**src/rtl/mx_block_accum.sv**
```systemverilog
// rtl/mx_block_accum.sv - scales signed block dot products by E8M0 exponents and accumulates them
module mx_block_accum #(
  parameter int bit_width   = 8,
  parameter int k           = 32,
  parameter int dp_width    = 2*bit_width + $clog2(k),
  parameter int scale_width = 8,
  parameter int scale_bias  = 127,
  parameter int frac_bits   = 16,
  parameter int acc_width   = 48
) (
  input  logic                        i_clk,
  input  logic                        i_rst,
  input  logic signed [dp_width-1:0]  i_dp,
  input  logic [scale_width-1:0]      i_scale_a,
  input  logic [scale_width-1:0]      i_scale_b,
  input  logic                        i_last,
  input  logic                        i_valid,
  output logic                        o_ready,
  output logic signed [acc_width-1:0] o_acc,
  output logic                        o_nan,
  output logic                        o_valid,
  input  logic                        i_ready
);

  localparam int shw = scale_width + 3;
  localparam int ww  = acc_width + dp_width;
  localparam int sab = $clog2(acc_width);
  localparam int sdb = $clog2(dp_width);
  localparam logic [scale_width-1:0] nan_code = '1;
  localparam logic signed [acc_width-1:0] acc_max = {1'b0, {(acc_width-1){1'b1}}};
  localparam logic signed [acc_width-1:0] acc_min = {1'b1, {(acc_width-1){1'b0}}};

  typedef enum logic [1:0] {
    s_acc,
    s_drain,
    s_hold
  } state_t;

  state_t state, next_state;

  logic [shw-1:0]              sh;
  logic [shw-1:0]              nsh;
  logic signed [ww-1:0]        dp_ext;
  logic signed [ww-1:0]        shifted;
  logic [dp_width:0]           hi;
  logic                        in_nan;
  logic signed [acc_width-1:0] term;
  logic                        accept;

  logic                        s1_vld;
  logic                        s1_last;
  logic                        s1_nan;
  logic signed [acc_width-1:0] s1_term;

  logic signed [acc_width-1:0] acc;
  logic                        nan;
  logic signed [acc_width:0]   sum;
  logic signed [acc_width-1:0] sum_sat;

  // sh is treated as a two's-complement value; its MSB selects the shift direction
  always_comb begin
    sh      = shw'(i_scale_a) + shw'(i_scale_b) - shw'(2*scale_bias - frac_bits);
    nsh     = -sh;
    dp_ext  = {{acc_width{i_dp[dp_width-1]}}, i_dp};
    shifted = '0;
    hi      = '0;
    in_nan  = (i_scale_a == nan_code) || (i_scale_b == nan_code);
    term    = '0;
    if (in_nan || (i_dp == '0)) begin
      term = '0;
    end else if (!sh[shw-1]) begin
      if (sh >= shw'(acc_width)) begin
        term = i_dp[dp_width-1] ? acc_min : acc_max;
      end else begin
        shifted = dp_ext <<< sh[sab-1:0];
        hi      = shifted[ww-1:acc_width-1];
        if ((&hi) || !(|hi)) begin
          term = shifted[acc_width-1:0];
        end else begin
          term = i_dp[dp_width-1] ? acc_min : acc_max;
        end
      end
    end else if (nsh >= shw'(dp_width)) begin
      term = i_dp[dp_width-1] ? '1 : '0;
    end else begin
      shifted = dp_ext >>> nsh[sdb-1:0];
      term    = shifted[acc_width-1:0];
    end
  end

  always_comb begin
    sum     = {acc[acc_width-1], acc} + {s1_term[acc_width-1], s1_term};
    sum_sat = sum[acc_width-1:0];
    if (sum[acc_width] != sum[acc_width-1]) begin
      sum_sat = sum[acc_width] ? acc_min : acc_max;
    end
  end

  always_comb begin
    next_state = state;
    o_ready    = 1'b0;
    o_valid    = 1'b0;
    case (state)
      s_acc: begin
        o_ready = 1'b1;
        if (i_valid && i_last) begin
          next_state = s_drain;
        end
      end
      s_drain: begin
        if (s1_vld && s1_last) begin
          next_state = s_hold;
        end
      end
      s_hold: begin
        o_valid = 1'b1;
        if (i_ready) begin
          next_state = s_acc;
        end
      end
      default: next_state = s_acc;
    endcase
  end

  assign accept = i_valid && o_ready;

  always_ff @(posedge i_clk) begin
    if (i_rst) begin
      state   <= s_acc;
      s1_vld  <= 1'b0;
      s1_last <= 1'b0;
      s1_nan  <= 1'b0;
      s1_term <= '0;
      acc     <= '0;
      nan     <= 1'b0;
    end else begin
      state  <= next_state;
      s1_vld <= accept;
      if (accept) begin
        s1_term <= term;
        s1_last <= i_last;
        s1_nan  <= in_nan;
      end
      // the handshake edge clears the sum so the next beat starts from zero
      if ((state == s_hold) && i_ready) begin
        acc <= '0;
        nan <= 1'b0;
      end else if (s1_vld) begin
        acc <= sum_sat;
        nan <= nan | s1_nan;
      end
    end
  end

  assign o_acc = acc;
  assign o_nan = nan;

endmodule

```
**config.mk**
```make
export PLATFORM = sky130hd
export DESIGN_NAME = mx_block_accum
export DESIGN_NICKNAME = d
export VERILOG_FILES = /design/src/rtl/mx_block_accum.sv
export SDC_FILE = /design/constraint.sdc
export NUM_CORES = 1
export LEC_CHECK = 0
export ABC_AREA = 1
export CORE_MARGIN = 2
export CORE_UTILIZATION = 45
export CTS_CLUSTER_SIZE = 10
export DETAILED_ROUTE_END_ITERATION = 8
export SYNTH_ARGS = -nofsm -noshare
export SYNTH_HDL_FRONTEND = slang
export SYNTH_SLANG_ARGS = --single-unit
export TNS_END_PERCENT = 10
```
**constraint.sdc**
```tcl
create_clock -name i_clk -period 4.7 [get_ports i_clk]
set_clock_uncertainty 0.05 [all_clocks]
set_input_delay 0.47 -clock i_clk [delete_from_list [all_inputs] [get_ports i_clk]]
set_output_delay 0.47 -clock i_clk [all_outputs]
set_load 0.01 [all_outputs]
```
[Word level (Yosys, flattened, before mapping)]
Index checks and enable logic that the tools add are counted.
Word-level totals
  flip-flop bits (word level): 102
Operators by class
  add/sub/neg operators: 4
  order comparisons: 2
  equality and inequality tests: 8
  shift operators: 2
  muxes and demuxes: 15
  bitwise logic cells: 1
  reductions and logical operators: 14
Operators by type and width (number)
  two-way mux 48 bit: 9
  <<< shifter 21 x 6 -> 69 bit: 1
  adder 48 x 48 -> 49 bit: 1
  >>> shifter 21 x 5 -> 48 bit: 1
  AND reduction 22 bit: 1
  OR reduction 22 bit: 1
  zero test 21 bit: 1
  == test 8 bit (second input constant): 2
  greater-or-equal comparator 11 x 5 -> 1 bit (second input constant): 1
  greater-or-equal comparator 11 x 6 -> 1 bit (second input constant): 1
  negator 11 bit: 1
  subtractor 9 x 8 -> 10 bit (second input constant): 1
  adder 8 x 8 -> 9 bit: 1
  two-way mux 2 bit: 3
  != test 2 bit (second input constant): 3
  case mux 2 bit (3 select lines): 1
  logical AND 1 bit: 4
  logical OR 1 bit: 3
  AND reduction 3 bit: 1
  == test 2 x 1 -> 1 bit (second input constant): 1
  == test 2 bit (second input constant): 1
  zero test 2 bit: 1
  two-way mux 1 bit: 2
  OR reduction 2 bit: 1
  3 further kinds: 3

[Depth between registers and ports, before layout]
Gate-level depths: netlist of the first run.
  word-level depth: 10
  mapped depth: 27

[Least setup slack after synthesis of the first run]
OpenSTA, ideal clock, no wires.
  path kind: input port to flip-flop
  from: in i_scale_a[1]
  to: reg s1_term[14]
  setup time: 0.132 ns
  data arrival time: 3.281 ns
  data required time: 4.518 ns
  path slack: 1.236 ns
  stages on the path: 23
  cell sequence: inv_1 -> ha_1 -> inv_1 -> ha_1 -> fa_1 -> buf_2 -> buf_1 -> nand3_1 -> nand3_1 -> nand3_1 -> nand3_1 -> nand2_1 -> nor2_1 -> nand2_1 -> nor2_1 -> nand3_2 -> nand2_2 -> nand2_1 -> nand2_2 -> buf_4 -> nand3_1 -> nand2_1 -> a21oi_1
Between the ends
  longest elaborated chain between the ends: 10
  elaborated cells between the ends (all ways): 19
RTL lines
  start, declared: line 14  | input logic [scale_width-1:0] i_scale_a,
  branches (longest 9 deep; another with negator 11 bit)
  two-way mux 48 bit *: line 69  | if (in_nan || (i_dp == '0)) begin
  end signal, assigned: line 140  | s1_term <= term;
  end, declared: line 53  | logic signed [acc_width-1:0] s1_term;
Every way passes the cells marked *.
A chain may end at the register's enable or synchronous reset.

[Final worst setup path of the first run]
  from: in i_scale_b[1]
  to: reg s1_term[34]
Between the ends
  longest elaborated chain between the ends: 10
  elaborated cells between the ends (all ways): 19
RTL lines
  start, declared: line 15  | input logic [scale_width-1:0] i_scale_b,
  branches (longest 9 deep; another with negator 11 bit)
  two-way mux 48 bit *: line 69
Marked as above.

==> impl_results.md, run 1 <==
- Status: complete, no violations
- CTS tree: yes
- Place WS: 0.189 ns
- Starting density of the core: 0.462
- Fin Hold WS: 0.422 ns
- Synthesized Nets: 1962
- Max-cap violations: 0
- # port buffers: 92
- Critical path's top delay family: simple AND/OR/NAND/NOR gates
- Slew HR: 0.547
- CP Buf/Inv Count: 5
- Setup-failing EPs final: 0
- Postcts setup bufs: 0
- WL/cell: 17.3 um
- Vias per cell: 5.67
- Root Driver: clkbuf_16
- Placed cell areas: 0.0120 sq mm
- Vias in the first global route: 11600
- Placeable core region: 0.0236 sq mm
- Worst-Margin Slew: 0.677 ns
- Hold Startpoint: s1_last
- Critical setup path kind: in -> reg
- GP Congestion: 1.01
- Final Util: 0.522
- Hold buffer count at CTS: 0
- Gr ovfl total: 0
- Final worst slack: 0.550 ns
- Crit. End Element: flip-flop
- CTS Buf Count: 9
- Worst min path class: reg -> reg
- Register area share after synthesis: 0.187
- HPWL Detailed: 30400 um
- Commonest cells after routing, fill and taps aside: 517 x nand2_1, 268 x nand3_1, 176 x a21oi_1
- Area delta synth->final: 13.2%
- Pint: 2.11 mW
- Ys async rst share: 0
- Max incr delay on CP: 0.54 ns
- Max Clk Rate: 241 MHz
- Reg2reg setup slack: 0.84 ns
- Post-synth top area cell: dfxtp_1
- Sequential share of power: 0.246
- Synth top area share: 0.187
- CTS resizes: 0
- Reg2reg start: o_acc[0]
- CP Max Fanout: 26
- Antenna cells: 0
- NetSw: 2.06 mW
- Synth Instances: 1852
- Aggregate routed wire length: 38300 um
- TNS Setup: 0 ns
- Row cnt: 56
- Logic pwr share: 0.570
- Worst path most repeated cell: nand3_1
- Die extent in y: 160 um
- Most common cell after layout, fill and taps aside: nand2_1
- Die area: 0.0255 sq mm
- Vias: 12600
- Clock Path Buffers: 2
- Ys Warns: 0
- Fillers: 2606
- Register area: 0.00204 sq mm
- Worst Setup EP: s1_term[34]
- Die width: 160 um
- Clk sinks: 102
- First-pass GRT wire length: 61000 um
- PD cells: 338 mW/mm^2
- Peak supply drop: 0.360 mV
- H-tree depth: 3
- R2R Path End: o_acc[22]
- CP max-delay cell: fa_1
- Antenna violations before repair: 0
- DRC viols: 0
- Mapped Area: 0.0109 sq mm
- Largest net degree at the start of global routing: 54
- Share of cells above drive strength 1: 0.0459
- Post-synth cell types: 47
- #FFs+latches synth: 102
- Max Slew Vio Count: 0
- Drt first pass iters: 7
- Multi-input combinational cell area: 0.00783 sq mm
- Switch share: 0.494
- Gr usage total: 0.293
- Nets: 1999
- Worst skew pair latency: 0.36 ns
- Final Cycle Share: 0.883
- Critical path arrival: 4.32 ns
- Post-route cell area: 0.0123 sq mm
- CP Depth: 23
- Synth Flop Type: dfxtp_1
- Final Hold Vio Count: 0
- EDFF count, synth: 0
- Req. time, crit path: 4.87 ns
- DR iter-0 viols: 1064
- Top cells by area, synth: dfxtp_1 19%, nand2_1 18%, nand3_1 12%
- Worst path cell trace: clkdlybuf4s50_1, inv_1, ha_1, inv_1, ha_1, fa_1, buf_4, nand3_1, nand3_1, nand3_1, nand2_1, nand2_1, nor2_1, nand3_1, nor2_1, nand3_2, nand2_2, nand2_1, nand2_2, buf_4, nand3_1, nand2_1, a21oi_1
- Clk network pwr share: 0.184
- RSZ-0062 raised after global routing: no
- # IOs: 93
- Static Leak: 5.61 nW
- Minimum clock period: 4.15 ns
- Critical path startpoint category: input pin
- CTS clock-pin slew for the worst setup and hold paths: 0.08 ns
- Routed Antenna Nets: 0
- Syn_area_per_cell: 5.89 sq um
- Cells on worst reg2reg path: 14
- CP Launch Point: i_scale_b[1]
==> logic make-up (layout without fill, tap and decap cells) <==
group | after synthesis | count (layout) | share of synthesized area
fa+ha+maj | 68 | 68 | 0.0801
buf+inv | 244 | 286 | 0.0960
compound gates | 394 | 394 | 0.198
mux | 2 | 2 | 0.00184
simple gates | 989 | 989 | 0.392
xor+xnor | 53 | 53 | 0.0450
flops | 102 | 102 | 0.187
==> worst reg2reg max path, stage by stage, from the launching register on <==
cell	delay (ns)
dfxtp_1	0.36
ha_1	0.21
inv_1	0.08
fa_1	0.43
o21ai_0	0.34
nand2_1	0.09
o211ai_1	0.20
a21oi_1	0.25
o21bai_1	0.38
nand2_1	0.09
nand2_1	0.17
xor2_1	0.18
a21boi_4	0.53
buf_12	0.27
a21oi_1	0.11
==> final cells by class <==
type | instances | share of cell area
clock inverters | 6 | 0.00487
inverters | 144 | 0.0444
clock buffers | 10 | 0.0186
flip-flops and latches | 102 | 0.166
multi-input cells | 1506 | 0.634
well taps | 319 | 0.0324
repair buffers | 126 | 0.100
==> power groups by stage <==
stage          Combinational, mW  Sequential [mW]  Clock [mW]
6_report                    2.37             1.03       0.765
3_5_place_dp                2.32             1.04           0
2_1_floorplan               1.66             1.03           0
5_1_grt                     2.63             1.03       0.808
4_1_cts                     2.33             1.02       0.774
3_3_place_gp                2.32             1.04           0
==> stage by stage <==
step           power, mW  cells
2_1_floorplan       2.68   1852
3_3_place_gp        3.36   2197
3_5_place_dp        3.36   2197
4_1_cts             4.12   2213
5_1_grt             4.47   2213
6_report            4.16   2213
==> cells in the mapped netlist (3+ instances only) <==
library cell  number
o21ai_0          128
nor4_1             5
nand3_2           10
a21oi_2            7
o22ai_1            4
inv_1            137
buf_1              6
o21ai_1           11
fa_1               3
dfxtp_1          102
xor2_1            36
and3_1             3
nor3_1             7
nand2_1          517
a32o_1             4
buf_6              5
inv_2              4
nand4_1           35
ha_1              65
inv_4              3
xnor2_1           15
buf_4             10
nand2_2            5
o211ai_1          12
a31oi_1           26
o21bai_1           4
nor2_1           131
nand3_1          268
a21oi_1          176
buf_2             38
o21a_1            12
clkbuf_1          41
==> worst min-delay path by stage <==
| stage | to | cells after the start | slack [ns] |
|---|---|---|---|
| 2_1_floorplan | s1_last | 2 | 0.40 |
| 3_3_place_gp | s1_last | 2 | 0.41 |
| 3_5_place_dp | s1_last | 2 | 0.41 |
| 4_1_cts | s1_last | 2 | 0.42 |
| 5_1_grt | s1_term[0] | 2 | 0.44 |
| 6_report | s1_last | 2 | 0.42 |
==> state kept, by name, summed over array words and instances (netlist names) <==
| signal | cells |
|---|---|
| s1_nan | 1 |
| o_nan | 1 |
| s1_vld | 1 |
| s1_last | 1 |
| s1_term | 48 |
| state | 2 |
| o_acc | 48 |
==> per-layer routing <==
metal | GRT usage | vias up | part of all wire | routed length (um)
met5 | 0 | - | 0 | 0
met4 | 0.115 | 0 | 0.037 | 1410
met3 | 0.0200 | 71 | 0.049 | 1890
met2 | 0.474 | 422 | 0.45 | 17200
met1 | 0.408 | 5725 | 0.46 | 17700
li1 | - | 6339 | - | -
Note: power is estimated with default switching activity, not from simulation.
==> run 2, diff against run 1 <==
- CTS_BUF_LIST: not set -> sky130_fd_sc_hd__clkbuf_8
- SLEW_MARGIN: not set -> 10
==> run 2 against run 1 <==
Die area unchanged; routed wire length increased by 0.31%; hold slack gained 0.0065 ns; clock power shrank 25%; critical endpoint unchanged.
==> impl_results.md, run 2 (synthesized netlist as in run 1, its figures left out) <==
- Status: complete, no violations
- Vias: 12600
- HPWL Detailed: 30400 um
- TNS Setup: 0 ns
- Worst skew pair latency: 0.39 ns
- Critical setup path kind: in -> reg
- Commonest cells after routing, fill and taps aside: 517 x nand2_1, 268 x nand3_1, 176 x a21oi_1
- # port buffers: 92
- Switch share: 0.513
- Reg2reg setup slack: 0.85 ns
- Crit. End Element: flip-flop
- Routed Antenna Nets: 0
- PD cells: 325 mW/mm^2
- Clk network pwr share: 0.144
- Postcts setup bufs: 0
- DRC viols: 0
- Max Slew Vio Count: 0
- Share of cells above drive strength 1: 0.0459
- RSZ-0062 raised after global routing: no
- Placed cell count: 2197
- Final Cycle Share: 0.879
- Drt first pass iters: 6
- Static Leak: 5.57 nW
- Vias per cell: 5.68
- Row cnt: 56
- Die width: 160 um
- Setup-failing EPs final: 0
- Most common cell after layout, fill and taps aside: nand2_1
- Hold buffer count at CTS: 0
- Req. time, crit path: 4.90 ns
- Post-route cell area: 0.0122 sq mm
- Aggregate routed wire length: 38400 um
- Die extent in y: 160 um
- Clock Path Buffers: 2
- Gr usage total: 0.293
- Gr ovfl total: 0
- Worst min path class: reg -> reg
- Area delta synth->final: 12.3%
- Power Total: 3.98 mW
- Placed cell areas: 0.0120 sq mm
- Critical path arrival: 4.33 ns
- Layout Cells excl Fill: 2213
- Nets: 1999
- Antenna cells: 0
- Vias in the first global route: 11600
- Die area: 0.0255 sq mm
- Fillers: 2630
- CTS resizes: 0
- Root Driver: clkbuf_8
- H-tree depth: 3
- Max-cap violations: 0
- Minimum clock period: 4.13 ns
- CTS Buf Count: 9
- WL/cell: 17.3 um
- # IOs: 93
- Largest net degree at the start of global routing: 54
- Sequential share of power: 0.258
- Max Clk Rate: 242 MHz
- Critical path startpoint category: input pin
- DR iter-0 viols: 1090
- Antenna violations before repair: 0
- Starting density of the core: 0.462
- First-pass GRT wire length: 61000 um
- Placeable core region: 0.0236 sq mm
- Final Util: 0.518
- NetSw: 2.04 mW
- Worst-Margin Slew: 0.640 ns
- CP Max Fanout: 26
- Logic pwr share: 0.598
- GP Congestion: 1.01
- Pint: 1.94 mW
- Clk sinks: 102
- Slew HR: 0.571
- Peak supply drop: 0.359 mV
- Final Hold Vio Count: 0
- CTS tree: yes
- CTS clock-pin slew for the worst setup and hold paths: 0.12 ns
- Register area: 0.00204 sq mm
- Multi-input combinational cell area: 0.00783 sq mm
-- run 2: metal layers --
layer  global-route usage  share of wire
met1                0.406           0.46
met2                0.475           0.45
met3               0.0203          0.049
met4                0.115          0.038
met5                    0              0
-- run 2: power groups by stage --
stage / Combinational (mW) / Clock (mW) / Sequential [mW]
6_report: 2.38 / 0.572 / 1.03
2_1_floorplan: 1.66 / 0 / 1.03
4_1_cts: 2.33 / 0.586 / 1.02
5_1_grt: 2.63 / 0.615 / 1.03
3_3_place_gp: 2.32 / 0 / 1.04
3_5_place_dp: 2.32 / 0 / 1.04
-- run 2: per-stage QoR --
stage	setup slack, ns	hold slack (ns)
finish	0.570	0.429
global placement	0.241	0.408
CTS	0.605	0.428
detailed placement	0.189	0.409
floorplan	1.24	0.395
global route	0.228	0.447
-- run 2: path summary, 6_finish.rpt --
check,start,end,cells after the start
hold reg to reg,s1_last,s1_last,2
setup reg to reg,o_acc[0],o_acc[22],14
setup / recovery,i_scale_b[1],s1_term[34],23
hold / removal,s1_last,s1_last,2
-- run 2: area by class of cell --
cell class	count	share of cell area
Timing Repair Buffer	126	0.101
Inverter	144	0.0448
Multi-Input combinational cell	1506	0.640
Sequential cell	102	0.167
Clock inverter	7	0.00522
Clock buffer	9	0.0101
Tap cell	319	0.0326
-- run 2: critical path, stage by stage --
cell,delay (ns)
clkdlybuf4s50_1,0.48
inv_1,0.05
ha_1,0.26
inv_1,0.04
ha_1,0.21
fa_1,0.54
buf_4,0.30
nand3_1,0.16
nand3_1,0.13
nand3_1,0.23
nand2_1,0.13
nand2_1,0.07
nor2_1,0.11
nand3_1,0.09
nor2_1,0.16
nand3_2,0.13
nand2_2,0.09
nand2_1,0.06
nand2_2,0.18
buf_4,0.22
nand3_1,0.08
nand2_1,0.09
a21oi_1,0.06
==> run 3, diff against run 2 <==
- CAP_MARGIN: not set -> 20
==> results of run 3 <==
No change in the layout: final DEF, timing and power equal those of run 2.
